**src/rtl/board_status_display_pkg.sv**
```systemverilog
// rtl/board_status_display_pkg.sv - shared constants for the board status display
// Contents: 7-segment table (active-low, bit6 = g), blank pattern, count width.
package board_status_display_pkg;

    localparam int CNT_W = 8;

    localparam logic [6:0] SEG_BLANK = 7'h7F;

    localparam logic [6:0] SEG_TABLE [16] = '{
        7'h40, 7'h79, 7'h24, 7'h30, 7'h19, 7'h12, 7'h02, 7'h78,
        7'h00, 7'h10, 7'h08, 7'h03, 7'h46, 7'h21, 7'h06, 7'h0E
    };

endpackage

```
**src/rtl/board_status_display_if.sv**
```systemverilog
// rtl/board_status_display_if.sv - game-to-display board state bundle
// Signals: cursorGrid (one-hot cursor), revealGrid (revealed cells),
//          states (4 bits per cell), wl (win/lose flags).
// Modports: master = game side (drives), slave = display side (samples).
interface board_status_display_if #(
    parameter int N = 9
);
    logic [N-1:0]   cursorGrid;
    logic [N-1:0]   revealGrid;
    logic [4*N-1:0] states;
    logic [1:0]     wl;

    modport master (output cursorGrid, output revealGrid, output states, output wl);
    modport slave  (input  cursorGrid, input  revealGrid, input  states, input  wl);
endinterface

```
**src/rtl/board_status_display_seg7_decode.sv**
```systemverilog
// rtl/board_status_display_seg7_decode.sv - hex nibble to active-low 7-segment decoder
// Ports: val_i (4-bit nibble), seg_o (7-bit active-low segments, bit6 = g).
module seg7_decode
    import board_status_display_pkg::*;
(
    input  logic [3:0] val_i,
    output logic [6:0] seg_o
);
    assign seg_o = SEG_TABLE[val_i];
endmodule

```
**src/rtl/board_status_display.sv**
```systemverilog
// rtl/board_status_display.sv - cursor cell display with blink, reveal counter scan
// Ports: clock, reset (async active-low), game (board bundle, slave),
//        hex_cur / hex_cnt_lo / hex_cnt_hi (active-low segments),
//        reveal_count, scan_done, cursor_err, game_over.
module board_status_display
    import board_status_display_pkg::*;
#(
    parameter int ROWS      = 3,
    parameter int COLS      = 3,
    parameter int BLINK_DIV = 25_000_000
) (
    input  logic                  clock,
    input  logic                  reset,
    board_status_display_if.slave game,
    output logic [6:0]            hex_cur,
    output logic [6:0]            hex_cnt_lo,
    output logic [6:0]            hex_cnt_hi,
    output logic [CNT_W-1:0]      reveal_count,
    output logic                  scan_done,
    output logic                  cursor_err,
    output logic                  game_over
);
    localparam int N  = ROWS * COLS;
    localparam int BW = $clog2(BLINK_DIV);
    localparam logic [CNT_W-1:0] LAST_IDX   = CNT_W'(N - 1);
    localparam logic [BW-1:0]    BLINK_LAST = BW'(BLINK_DIV - 1);

    generate
        if (N < 1 || N > 255 || BLINK_DIV < 2) begin : g_bad_param
            $error("board_status_display: need 1 <= ROWS*COLS <= 255 and BLINK_DIV >= 2");
        end
    endgenerate

    // Cursor select: descending loop so the lowest set index wins.
    logic [3:0] sel_state_d, sel_state_q;
    logic       sel_rev_d, sel_rev_q;
    logic       cursor_err_d, cursor_err_q;

    always_comb begin
        sel_state_d = '0;
        sel_rev_d   = 1'b1;
        for (int i = N - 1; i >= 0; i--) begin
            if (game.cursorGrid[i]) begin
                sel_state_d = game.states[4*i +: 4];
                sel_rev_d   = game.revealGrid[i];
            end
        end
        cursor_err_d = (game.cursorGrid == '0) ||
                       ((game.cursorGrid & (game.cursorGrid - N'(1))) != '0);
    end

    // Blink: game_over uses the live flag so the phase is already 0 on the
    // first cycle game_over_q reads 1.
    logic [BW-1:0] blink_cnt_d, blink_cnt_q;
    logic          phase_d, phase_q;
    logic          game_over_d, game_over_q;

    always_comb begin
        game_over_d = |game.wl;
        blink_cnt_d = blink_cnt_q;
        phase_d     = phase_q;
        if (game_over_d) begin
            phase_d = 1'b0;
        end else if (blink_cnt_q == BLINK_LAST) begin
            blink_cnt_d = '0;
            phase_d     = ~phase_q;
        end else begin
            blink_cnt_d = blink_cnt_q + BW'(1);
        end
    end

    // Reveal scan: padded copy lets an 8-bit index address any legal N.
    logic [255:0]     rev_pad;
    logic [CNT_W-1:0] scan_idx_d, scan_idx_q;
    logic [CNT_W-1:0] acc_d, acc_q, acc_plus;
    logic [CNT_W-1:0] reveal_count_d, reveal_count_q;
    logic             scan_done_d, scan_done_q;

    assign rev_pad  = 256'(game.revealGrid);
    assign acc_plus = acc_q + CNT_W'(rev_pad[scan_idx_q]);

    always_comb begin
        scan_idx_d     = scan_idx_q + CNT_W'(1);
        acc_d          = acc_plus;
        reveal_count_d = reveal_count_q;
        scan_done_d    = 1'b0;
        if (scan_idx_q == LAST_IDX) begin
            scan_idx_d     = '0;
            acc_d          = '0;
            reveal_count_d = acc_plus;
            scan_done_d    = 1'b1;
        end
    end

    always_ff @(posedge clock or negedge reset) begin
        if (!reset) begin
            sel_state_q    <= '0;
            sel_rev_q      <= 1'b1;
            cursor_err_q   <= 1'b0;
            blink_cnt_q    <= '0;
            phase_q        <= 1'b0;
            game_over_q    <= 1'b0;
            scan_idx_q     <= '0;
            acc_q          <= '0;
            reveal_count_q <= '0;
            scan_done_q    <= 1'b0;
        end else begin
            sel_state_q    <= sel_state_d;
            sel_rev_q      <= sel_rev_d;
            cursor_err_q   <= cursor_err_d;
            blink_cnt_q    <= blink_cnt_d;
            phase_q        <= phase_d;
            game_over_q    <= game_over_d;
            scan_idx_q     <= scan_idx_d;
            acc_q          <= acc_d;
            reveal_count_q <= reveal_count_d;
            scan_done_q    <= scan_done_d;
        end
    end

    logic [6:0] cur_seg;

    seg7_decode u_dec_cur (.val_i(sel_state_q),         .seg_o(cur_seg));
    seg7_decode u_dec_lo  (.val_i(reveal_count_q[3:0]), .seg_o(hex_cnt_lo));
    seg7_decode u_dec_hi  (.val_i(reveal_count_q[7:4]), .seg_o(hex_cnt_hi));

    assign hex_cur      = (!sel_rev_q && phase_q) ? SEG_BLANK : cur_seg;
    assign reveal_count = reveal_count_q;
    assign scan_done    = scan_done_q;
    assign cursor_err   = cursor_err_q;
    assign game_over    = game_over_q;

endmodule
```
**src/flat_wrapper.sv**
```systemverilog
// flat-port wrapper written by rule: the top's interface ports become plain ports
module board_status_display_flat import board_status_display_pkg::*;
#(
    parameter int ROWS      = 3,
    parameter int COLS      = 3,
    parameter int BLINK_DIV = 25_000_000
)
  (clock, reset, hex_cur, hex_cnt_lo, hex_cnt_hi, reveal_count, scan_done, cursor_err, game_over, game_cursorGrid, game_revealGrid, game_states, game_wl);
  board_status_display_if game_i ();
  input  logic clock;
  input  logic reset;
  output logic [6:0] hex_cur;
  output logic [6:0] hex_cnt_lo;
  output logic [6:0] hex_cnt_hi;
  output logic [CNT_W-1:0] reveal_count;
  output logic scan_done;
  output logic cursor_err;
  output logic game_over;
  input wire logic [$bits(game_i.cursorGrid)-1:0] game_cursorGrid;
  input wire logic [$bits(game_i.revealGrid)-1:0] game_revealGrid;
  input wire logic [$bits(game_i.states)-1:0] game_states;
  input wire logic [$bits(game_i.wl)-1:0] game_wl;
  assign game_i.cursorGrid = game_cursorGrid;
  assign game_i.revealGrid = game_revealGrid;
  assign game_i.states = game_states;
  assign game_i.wl = game_wl;
  board_status_display #(.ROWS(ROWS), .COLS(COLS), .BLINK_DIV(BLINK_DIV)) u_core (.clock(clock), .reset(reset), .game(game_i), .hex_cur(hex_cur), .hex_cnt_lo(hex_cnt_lo), .hex_cnt_hi(hex_cnt_hi), .reveal_count(reveal_count), .scan_done(scan_done), .cursor_err(cursor_err), .game_over(game_over));
endmodule
```
**config.mk**
```make
export PLATFORM = sky130hd
export DESIGN_NAME = board_status_display_flat
export DESIGN_NICKNAME = d
export VERILOG_FILES = /design/src/rtl/board_status_display_pkg.sv /design/src/rtl/board_status_display_if.sv /design/src/rtl/board_status_display_seg7_decode.sv /design/src/rtl/board_status_display.sv /design/src/flat_wrapper.sv
export SDC_FILE = /design/constraint.sdc
export NUM_CORES = 1
export LEC_CHECK = 0
export BUFFER_PORTS_ARGS = -buffer_cell sky130_fd_sc_hd__buf_2
export CORE_MARGIN = 5
export CORE_UTILIZATION = 55
export CTS_CLUSTER_SIZE = 20
export DETAILED_ROUTE_END_ITERATION = 12
export PLACE_DENSITY = 0.91
export SLEW_MARGIN = 20
export SYNTH_ARGS = -nofsm -noshare
export SYNTH_HDL_FRONTEND = slang
export SYNTH_HIERARCHICAL = 1
export SYNTH_SLANG_ARGS = --single-unit
```
**constraint.sdc**
```tcl
create_clock -name clock -period 2.8 [get_ports clock]
set_input_delay 0.28 -clock clock [delete_from_list [all_inputs] [get_ports clock]]
set_output_delay 0.28 -clock clock [all_outputs]
set_load 0.03 [all_outputs]
```
# Word-level counts from Yosys, hierarchy flattened
# Memory sizes are Yosys's and may differ from the RTL's.
# Cells that the tools add are included.
[op_classes] n_addsub=4 magnitude_cmp=4 eq_ne=2 muxes=33 bitwise=5 reduce_logical=7
[ops] operator="2-to-1 mux 7 bit" n=7
[ops] operator="2-to-1 mux 4 bit" n=9
[ops] operator="adder 25 x 1 -> 25 bit (second input constant)" n=1
[ops] operator="== test 25 bit (second input constant)" n=1
[ops] operator="2-to-1 mux 25 bit" n=1
[ops] operator="2-to-1 mux 8 bit" n=2
[ops] operator=">= comparator 5 bit (second input constant)" n=3
[ops] operator="NOT 4 -> 5 bit" n=3
[ops] operator="2-to-1 mux 1 bit" n=13
[ops] operator="bitwise AND 9 bit" n=1
[ops] operator="zero test 9 bit" n=1
[ops] operator="< comparator 8 x 9 -> 1 bit (second input constant)" n=1
[ops] operator="nonzero test 9 bit" n=1
[ops] operator="subtractor 9 x 1 -> 9 bit (second input constant)" n=1
[ops] operator="adder 8 x 1 -> 8 bit" n=1
[ops] operator="adder 8 x 1 -> 8 bit (second input constant)" n=1
[ops] operator="binary-select mux 1 bit (select 8 bit)" n=1
[ops] operator="== test 8 x 4 -> 1 bit (second input constant)" n=1
[ops] operator="nonzero test 2 bit" n=1
[ops] operator="OR reduction 2 bit" n=1
[ops] operator="logical AND 1 bit" n=1
[ops] operator="zero test 1 bit" n=1
[ops] operator="logical OR 1 bit" n=1
[ops] operator="NOT 1 bit" n=1
[totals] reg_bits=58 romBits=336 in_bits=58 out_inout_bits=32 memories=3
[mem_list] memory="(name not given)" words=16 word_bits=7 rd=1 rd_ports_with_merged_regs=0 write_ports=0 line_no="board_status_display_seg7_decode.sv:9" source="assign seg_o = SEG_TABLE[val_i];"
[mem_list] memory="(name not given)" words=16 word_bits=7 rd=1 rd_ports_with_merged_regs=0 write_ports=0 line_no="board_status_display_seg7_decode.sv:9"
[mem_list] memory="(name not given)" words=16 word_bits=7 rd=1 rd_ports_with_merged_regs=0 write_ports=0 line_no="board_status_display_seg7_decode.sv:9"

# Depth between registers and ports, before layout
# Gate-level depths: netlist of the first run.
[depth] ltp_word=9 depth_mapped=12 ltp_nobuf=11

# Hierarchy
# Netlist of the first run, hierarchy kept.
[by_module_without_submodules] mod="board_status_display" n_inst=1 cells_each=329 area_per_inst_um2=3188.1
[by_module_without_submodules] mod="seg7_decode" n_inst=3 cells_each=32 area_per_inst_um2=275.3

# Worst setup path after synthesis of the first run
# Ideal clock, no wire load.
[synth_timing] path_kind="reg2reg" from="register u_core.scan_idx_q[0]" to="register u_core.reveal_count_q[6], in the netlist u_core/reveal_count[6]" arrival_ns=2.088 required_ns=2.674 setup_slack_ns=0.586 path_stages_with_launch=12 n_path_buf=0 path_cell_list="dfrtp_1 > mux4_2 > nand2_1 > a21oi_1 > a41oi_1 > nor2_1 > ha_1 > ha_1 > nand3_1 > nor2_1 > xnor2_1 > a21oi_1"
[synth_between] elab_chain_len=3 word_cells_on_any_way=4 cone_classes="add/sub (1); eq/ne (1); mux (2)"
[synth_rtl] element="start: declaration" line_no="board_status_display.sv:74" source="logic [CNT_W-1:0] scan_idx_d, scan_idx_q;"
[synth_rtl] element="start signal: assignment" line_no="board_status_display.sv:114" source="scan_idx_q <= scan_idx_d;"
[synth_rtl] element="binary-select mux 1 bit (select 8 bit)" line_no="board_status_display.sv:80" source="assign acc_plus = acc_q + CNT_W'(rev_pad[scan_idx_q]);"
[synth_rtl] element="2-to-1 mux 1 bit (not written as such)" line_no="board_status_display.sv:80"
[synth_rtl] element="adder 8 x 1 -> 8 bit" line_no="board_status_display.sv:80"
[synth_rtl] element="end signal: assignment" line_no="board_status_display.sv:116" source="reveal_count_q <= reveal_count_d;"
[synth_rtl] element="end: declaration" line_no="board_status_display.sv:76" source="logic [CNT_W-1:0] reveal_count_d, reveal_count_q;"
# Several ways; a longest one is shown, not always the timed one. The select of a mux whose other input is x is not followed.
# A chain may end at the register's enable or synchronous reset.

# Final worst setup path of the first run
# Same ends and word-level chain as after synthesis.

==> impl_metrics.csv, run 1 <==
group,metric,value,unit
outcome,status,"finished, final reports clean",
floorplan,start_util,55.9,%
critical_path,ff2ff_setup_slack,310,ps
critical_path,slowest_stage,"mux4_2",
synthesis,synth_area_leader_cell,"dfrtp_1",
routing,drcViolationCount,0,
worst_hold_path,hp-start,"game_states[0]",
clock_network,clkTransAtPathRegs,60,ps
floorplan,io_pins,90,
layout,drive_gt1_share,25.0,%
routing,post_drt_wl_per_cell,14.6,um
synthesis,synthDominantCellAreaShare,35.5,%
floorplan,dieWidth,95.4,um
clock_network,cts_sinks,58,
place,io_buffers,89,
run,cap_violations,0,
clock_network,cts_tree,"yes",
synthesis,yosys_warnings,6,
place,gp_congestion,0.868,
global_routing,grt_pass1_wl,15.1,mm
routing,firstDrtPassIters,4,
layout,final_common_cell,"buf_2",
synthesis,synthTopCellsByArea,"dfrtp_1 36%, ha_1 8.1%, nor2_1 5.7%",
critical_path,worstPathRequired,3020,ps
worst_hold_path,min_path_type,"primary input to flip-flop",
critical_path,critPathLaunchType,"flip-flop",
routing,avgViaCountPerCell,5.64,
sta,setup_tns,0,ps
sta,tightest_slew,669,ps
floorplan,dieArea,9110,um2
synthesis,synth_seq_cells,58,
routing,drt-initial-drc-count,179,
sta,rsz0062_at_grt,"false",
routing,wl,8.93,mm
synthesis,async_flop_share,100,%
critical_path,crit_path_end_kind,"flip-flop",
clock_network,cts_buffers,9,
sta,min_period_over_period,89.1,%
critical_path,path_class,"flip-flop to flip-flop",
global_routing,grt_pass1_vias,3392,
clock_network,ctsResizeCount,0,
sta,hold_viol,0,
layout,area.growth.synth_to_final,17.1,%
routing,vias,3466,
synthesis,synth_ff_type,"dfrtp_1",
sta,fmax,401,MHz
floorplan,die_height,95.4,um
clock_network,clock_tree.buffer_depth,2,
sta,fin_worst_skew,11.0,ps
clock_network,root_buffer,"clkbuf_8",
critical_path,crit_chain,"mux4_2 > nand2_1 > a21oi_1 > a41oi_1 > nor2_1 > ha_1 > ha_1 > nand3_1 > nor2_1 > xnor2_1 > a21oi_1",
place,dp_hpwl,6.84,mm
synthesis,synth_cell_type_count,63,
sta,slew_violations,0,
power,p_leak,2.23,nW
global_routing,antenna_found_initial,0,
layout,insertedDiodeCount,0,
critical_path,arrival,2710,ps
layout,final_area,4700,um2
global_routing,overflow,0,
critical_path,crit_start,"u_core/scan_idx_q[0]",
sta,slew_headroom,54.3,%
synthesis,synth_area,4010,um2
floorplan,core-area,7180,um2
critical_path,crit_fanout,7,
synthesis,syn-num-nets,509,
synthesis,seq_area_frac_synth,36.2,%
power,power_density,606,nW/um2
sta,period_minus_slack,2490,ps
sta,setup_viol,0,
global_routing,grt_max_degree,42,
global_routing,grt_usage,20.9,%
critical_path,max_stage_delay,540,ps
clock_network,clkLatencyLatePin,340,ps
routing,ant_nets,0,
synthesis,syn_inst,425,
layout,layout_common_cells,"89 x buf_2, 61 x nor2_1, 57 x dfrtp_1",
synthesis,syn_area_per_cell,9.44,um2
clock_network,htreeDepth,3,
critical_path,regToRegStartpoint,"u_core/scan_idx_q[0]",
synthesis,synth_edf_count,0,
layout,fin_nets,595,
power,peakVddDrop,318,uV
floorplan,rows,31,
place,place_area,4490,um2
==> synthesized netlist by cell type (all sizes together), types with 4 or more instances <==
cell	count
dfrtp	57
nand2b	14
clkbuf	7
nand4	6
a21oi	17
o21ai	14
nor4	7
nand3	17
buf	10
xnor2	16
nor2	62
a22o	7
nor2b	11
mux2i	12
xor2	15
a31oi	4
mux2	6
ha	26
nor3	8
nand2	27
and3	6
inv	18
a221oi	7
mux4	5
==> cells by family (layout without fill, tap and decap cells) <==
group / Yosys count / after routing / synth area share, %
AND/OR/NAND/NOR: 179 / 179 / 24.0
AO/OA/AOI/OAI: 71 / 71 / 12.3
flip-flops: 58 / 58 / 36.2
buffers and inverters: 36 / 126 / 4.52
XOR/XNOR: 31 / 31 / 6.76
adder cells (fa/ha/maj): 27 / 27 / 8.35
multiplexers: 23 / 23 / 7.86
==> layer usage <==
| layer | routed length [um] | up-vias | GRT usage, % |
|---|---|---|---|
| li1 | - | 1677 | - |
| met1 | 3750 | 1666 | 25.9 |
| met2 | 4490 | 104 | 36.0 |
| met3 | 534 | 19 | 4.10 |
| met4 | 165 | 0 | 8.06 |
| met5 | 0 | - | 0 |
==> metrics by stage <==
step / hold slack, ps / utilization (%) / setup WS [ps] / power [mW] / instances
floorplan: -15.6 / - / 586 / 1.80 / 425
global placement: 222 / 62.5 / 459 / 2.04 / 598
detailed placement: 221 / 62.5 / 308 / 2.08 / 598
CTS: 184 / 65.5 / 295 / 2.87 / 614
global route: 190 / 65.5 / 141 / 3.01 / 614
finish: 200 / 65.5 / 306 / 2.85 / 614
==> power breakdown <==
part | switching (mW) | leakage [nW] | internal (mW)
combinational | 0.611 | 1.37 | 0.391
sequential | 0.152 | 0.751 | 0.916
clock | 0.303 | 0.106 | 0.477
==> area by class of cell <==
type | count | area (um2)
multi-input combinational | 331 | 2380
inverter | 19 | 71.3
clock buffer | 13 | 169
clock inverter | 2 | 35.0
sequential | 58 | 1450
fill | 534 | 2470
tap | 99 | 124
timing repair buffer | 92 | 470
==> worst max-delay path, delay by kind of cell (launching register included) <==
| family | cells | cell delay [ps] |
|---|---|---|
| mux | 1 | 540 |
| flops | 1 | 500 |
| fa+ha+maj | 2 | 430 |
| compound gates | 3 | 360 |
| simple gates | 4 | 350 |
| xor+xnor | 1 | 210 |
==> final timing paths <==
check / endpoint / depth (start not counted)
min in group asynchronous: u_core/blink_cnt_q[6] / 2
min: u_core/sel_state_q[0] / 3
min reg2reg: u_core/scan_idx_q[7] / 1
max in group asynchronous: u_core/sel_rev_q / 3
max reg2reg: u_core/reveal_count[6] / 11
max: u_core/reveal_count[6] / 11
==> state kept, by name (all words and copies together) (netlist names) <==
register and flops:
u_core/cursor_err 1, u_core/phase_q 1, u_core/sel_rev_q 1, u_core/reveal_count 8, u_core/scan_done 1, u_core/blink_cnt_q 25
u_core/acc_q 8, u_core/game_over 1, u_core/sel_state_q 4, u_core/scan_idx_q 8
==> timing repair <==
action,in CTS,in global routing
hold buffers,1,0
setup buffers,0,0
setup endpoints to repair,0,0
hold endpoints to repair,17,0
Power figures use the tool's default switching activity.
==> run 2: changes to the inputs <==
Settings changed: CORE_UTILIZATION 55 to 37, PLACE_DENSITY 0.91 to 0.68.
==> run 2 against run 1 <==
Clock skew decreased by 3.1 ps. Non-clock buffer count stayed put. Via count decreased by 4.1%. Maximum frequency up 3.7%. Sequential share of layout area fell by 0.61 points. Cell count increased by 6.7%. Total power grew 5.6%. First-iteration DRC count shrank 14%. Global-route usage decreased by 7.2 points. Count of clock-buffer cells in the layout fell by 2. Routed wire length decreased by 0.94%. Worst hold slack worse by 160 ps.
==> impl_metrics.csv, run 2 (same netlist as run 1, synthesis figures left out) <==
group,metric,value,unit
global_routing,grt_usage,13.7,%
sta,period_minus_slack,2400,ps
sta,min_period_over_period,85.9,%
power,p_sw,1.07,mW
clock_network,root_buffer,"clkbuf_8",
floorplan,die_height,114,um
layout,fin_nets,595,
global_routing,antenna_found_initial,0,
critical_path,regToRegStartpoint,"u_core/scan_idx_q[0]",
worst_hold_path,min_path_type,"primary input to async pin",
layout,insertedDiodeCount,0,
global_routing,grt_pass1_vias,3270,
sta,setup_slack,396,ps
clock_network,cts_sinks,58,
layout,top_register,"u_core/blink_cnt_q",
place,io_buffers,89,
layout,area.growth.synth_to_final,19.5,%
routing,avgViaCountPerCell,5.07,
global_routing,overflow,0,
critical_path,crit_start,"u_core/sel_state_q[1]",
global_routing,grt_max_degree,38,
outcome,status,"finished, final reports clean",
critical_path,path_class,"flip-flop to output pin",
clock_network,htreeDepth,3,
global_routing,grt_pass1_wl,14.9,mm
sta,fin_worst_skew,7.86,ps
critical_path,worstPathRequired,2520,ps
sta,rsz0062_at_grt,"false",
place,place_ws,439,ps
sta,hold_viol,0,
floorplan,dieWidth,114,um
sta,slew_headroom,46.7,%
critical_path,r2r_end,"u_core/reveal_count[6]",
layout,final_area,4800,um2
floorplan,start_util,37.4,%
power,p_leak,2.25,nW
routing,wl,8.85,mm
clock_network,post-cts-setup-buffers,0,
clock_network,clkLatencyLatePin,320,ps
sta,fmax,416,MHz
layout,largest_register_ffs,25,
sta,timing.hold.ws,43.2,ps
sta,tightest_slew,799,ps
power,clkPwrFrac,31.5,%
power,pwr-share-comb,33.2,%
layout,drive_gt1_share,25.4,%
routing,ant_nets,0,
floorplan,io_pins,90,
clock_network,cts_tree,"yes",
power,p_int,1.94,mW
layout,fin_util,44.6,%
critical_path,crit_fanout,5,
layout,layout_common_cells,"89 x buf_2, 61 x nor2_1, 57 x dfrtp_1",
floorplan,dieArea,13000,um2
power,peakVddDrop,418,uV
clock_network,cts_buffers,9,
sta,setup_viol,0,
run,cap_violations,0,
critical_path,crit_path_end_kind,"output pin",
clock_network,ctsResizeCount,0,
critical_path,critPathLaunchType,"flip-flop",
critical_path,ff2ff_setup_slack,430,ps
floorplan,core-area,10700,um2
clock_network,hold_buffers,0,
routing,drcViolationCount,0,
power,power_density,627,nW/um2
place,place_area,4550,um2
floorplan,rows,38,
sta,slew_violations,0,
routing,post_drt_wl_per_cell,13.5,um
power,swShare,35.4,%
place,gp_congestion,0.910,
clock_network,clkTransAtPathRegs,70,ps
routing,vias,3324,
layout,nFillCells,1082,
clock_network,clock_tree.buffer_depth,2,
sta,setup_tns,0,ps
critical_path,arrival,2120,ps
routing,firstDrtPassIters,4,
routing,drt-initial-drc-count,154,
layout,final_common_cell,"buf_2",
place,dp_hpwl,6.81,mm
critical_path,rr_worst_depth,11,
power,seqPwrFrac,35.3,%
[run 2: cell count changes in the layout (fill, tap and decap cells not counted)]
cell	previous run	this run
clkinv_2	1	0
dlygate4sd3_1	1	0
clkbuf_1	1	0
bufinv_16	1	3
clkbuf_8	12	11
buf_4	2	3
clkinv_4	0	1
[run 2: worst max-delay path, stage by stage, from the launching register on]
cell,delay [ps]
dfrtp_1,430
inv_1,180
ha_1,220
and2b_2,230
or3b_1,360
o21ai_0,70
nand2b_1,110
buf_2,200
[run 2: cell type report]
type,instances,area [um2],area share (%)
Timing Repair Buffer,92,468,9.75
Sequential cell,58,1450,30.3
Tap cell,140,175,3.65
Clock buffer,11,151,3.16
Clock inverter,4,98.8,2.06
Inverter,19,71.3,1.49
Multi-Input combinational cell,331,2380,49.6
[run 2: power by group through the flow]
| stage | Sequential (mW) | Clock (mW) | Combinational (mW) |
|---|---|---|---|
| floorplan | 1.07 | 0 | 0.725 |
| global placement | 1.07 | 0 | 0.979 |
| detailed placement | 1.08 | 0 | 1.01 |
| CTS | 1.06 | 0.978 | 1.01 |
| global route | 1.08 | 1.02 | 1.09 |
| finish | 1.06 | 0.949 | 0.999 |
[run 2: per-layer routing]
metal	GRT usage, %	up-vias	share of wire, %	wire, um
met1	17.8	1553	46	4120
met5	0	-	0	0
met4	4.43	0	1.0	90
li1	-	1673	-	-
met3	3.01	6	4.9	435
met2	22.8	92	48	4210
[run 2: through the flow]
stage / instances / total power [mW]
after floorplan: 425 / 1.80
after global placement: 640 / 2.05
final: 655 / 3.01
after CTS: 655 / 3.05
after global routing: 655 / 3.19
after detailed placement: 640 / 2.08
[run 2: how the worst max path moves through the flow]
stage | to | cells past startpoint
after floorplan | u_core/reveal_count[6] | 11
after global placement | u_core/reveal_count[6] | 11
after detailed placement | u_core/reveal_count[6] | 11
after CTS | hex_cur[0] | 7
after global routing | u_core/reveal_count[6] | 11
final | hex_cur[0] | 7
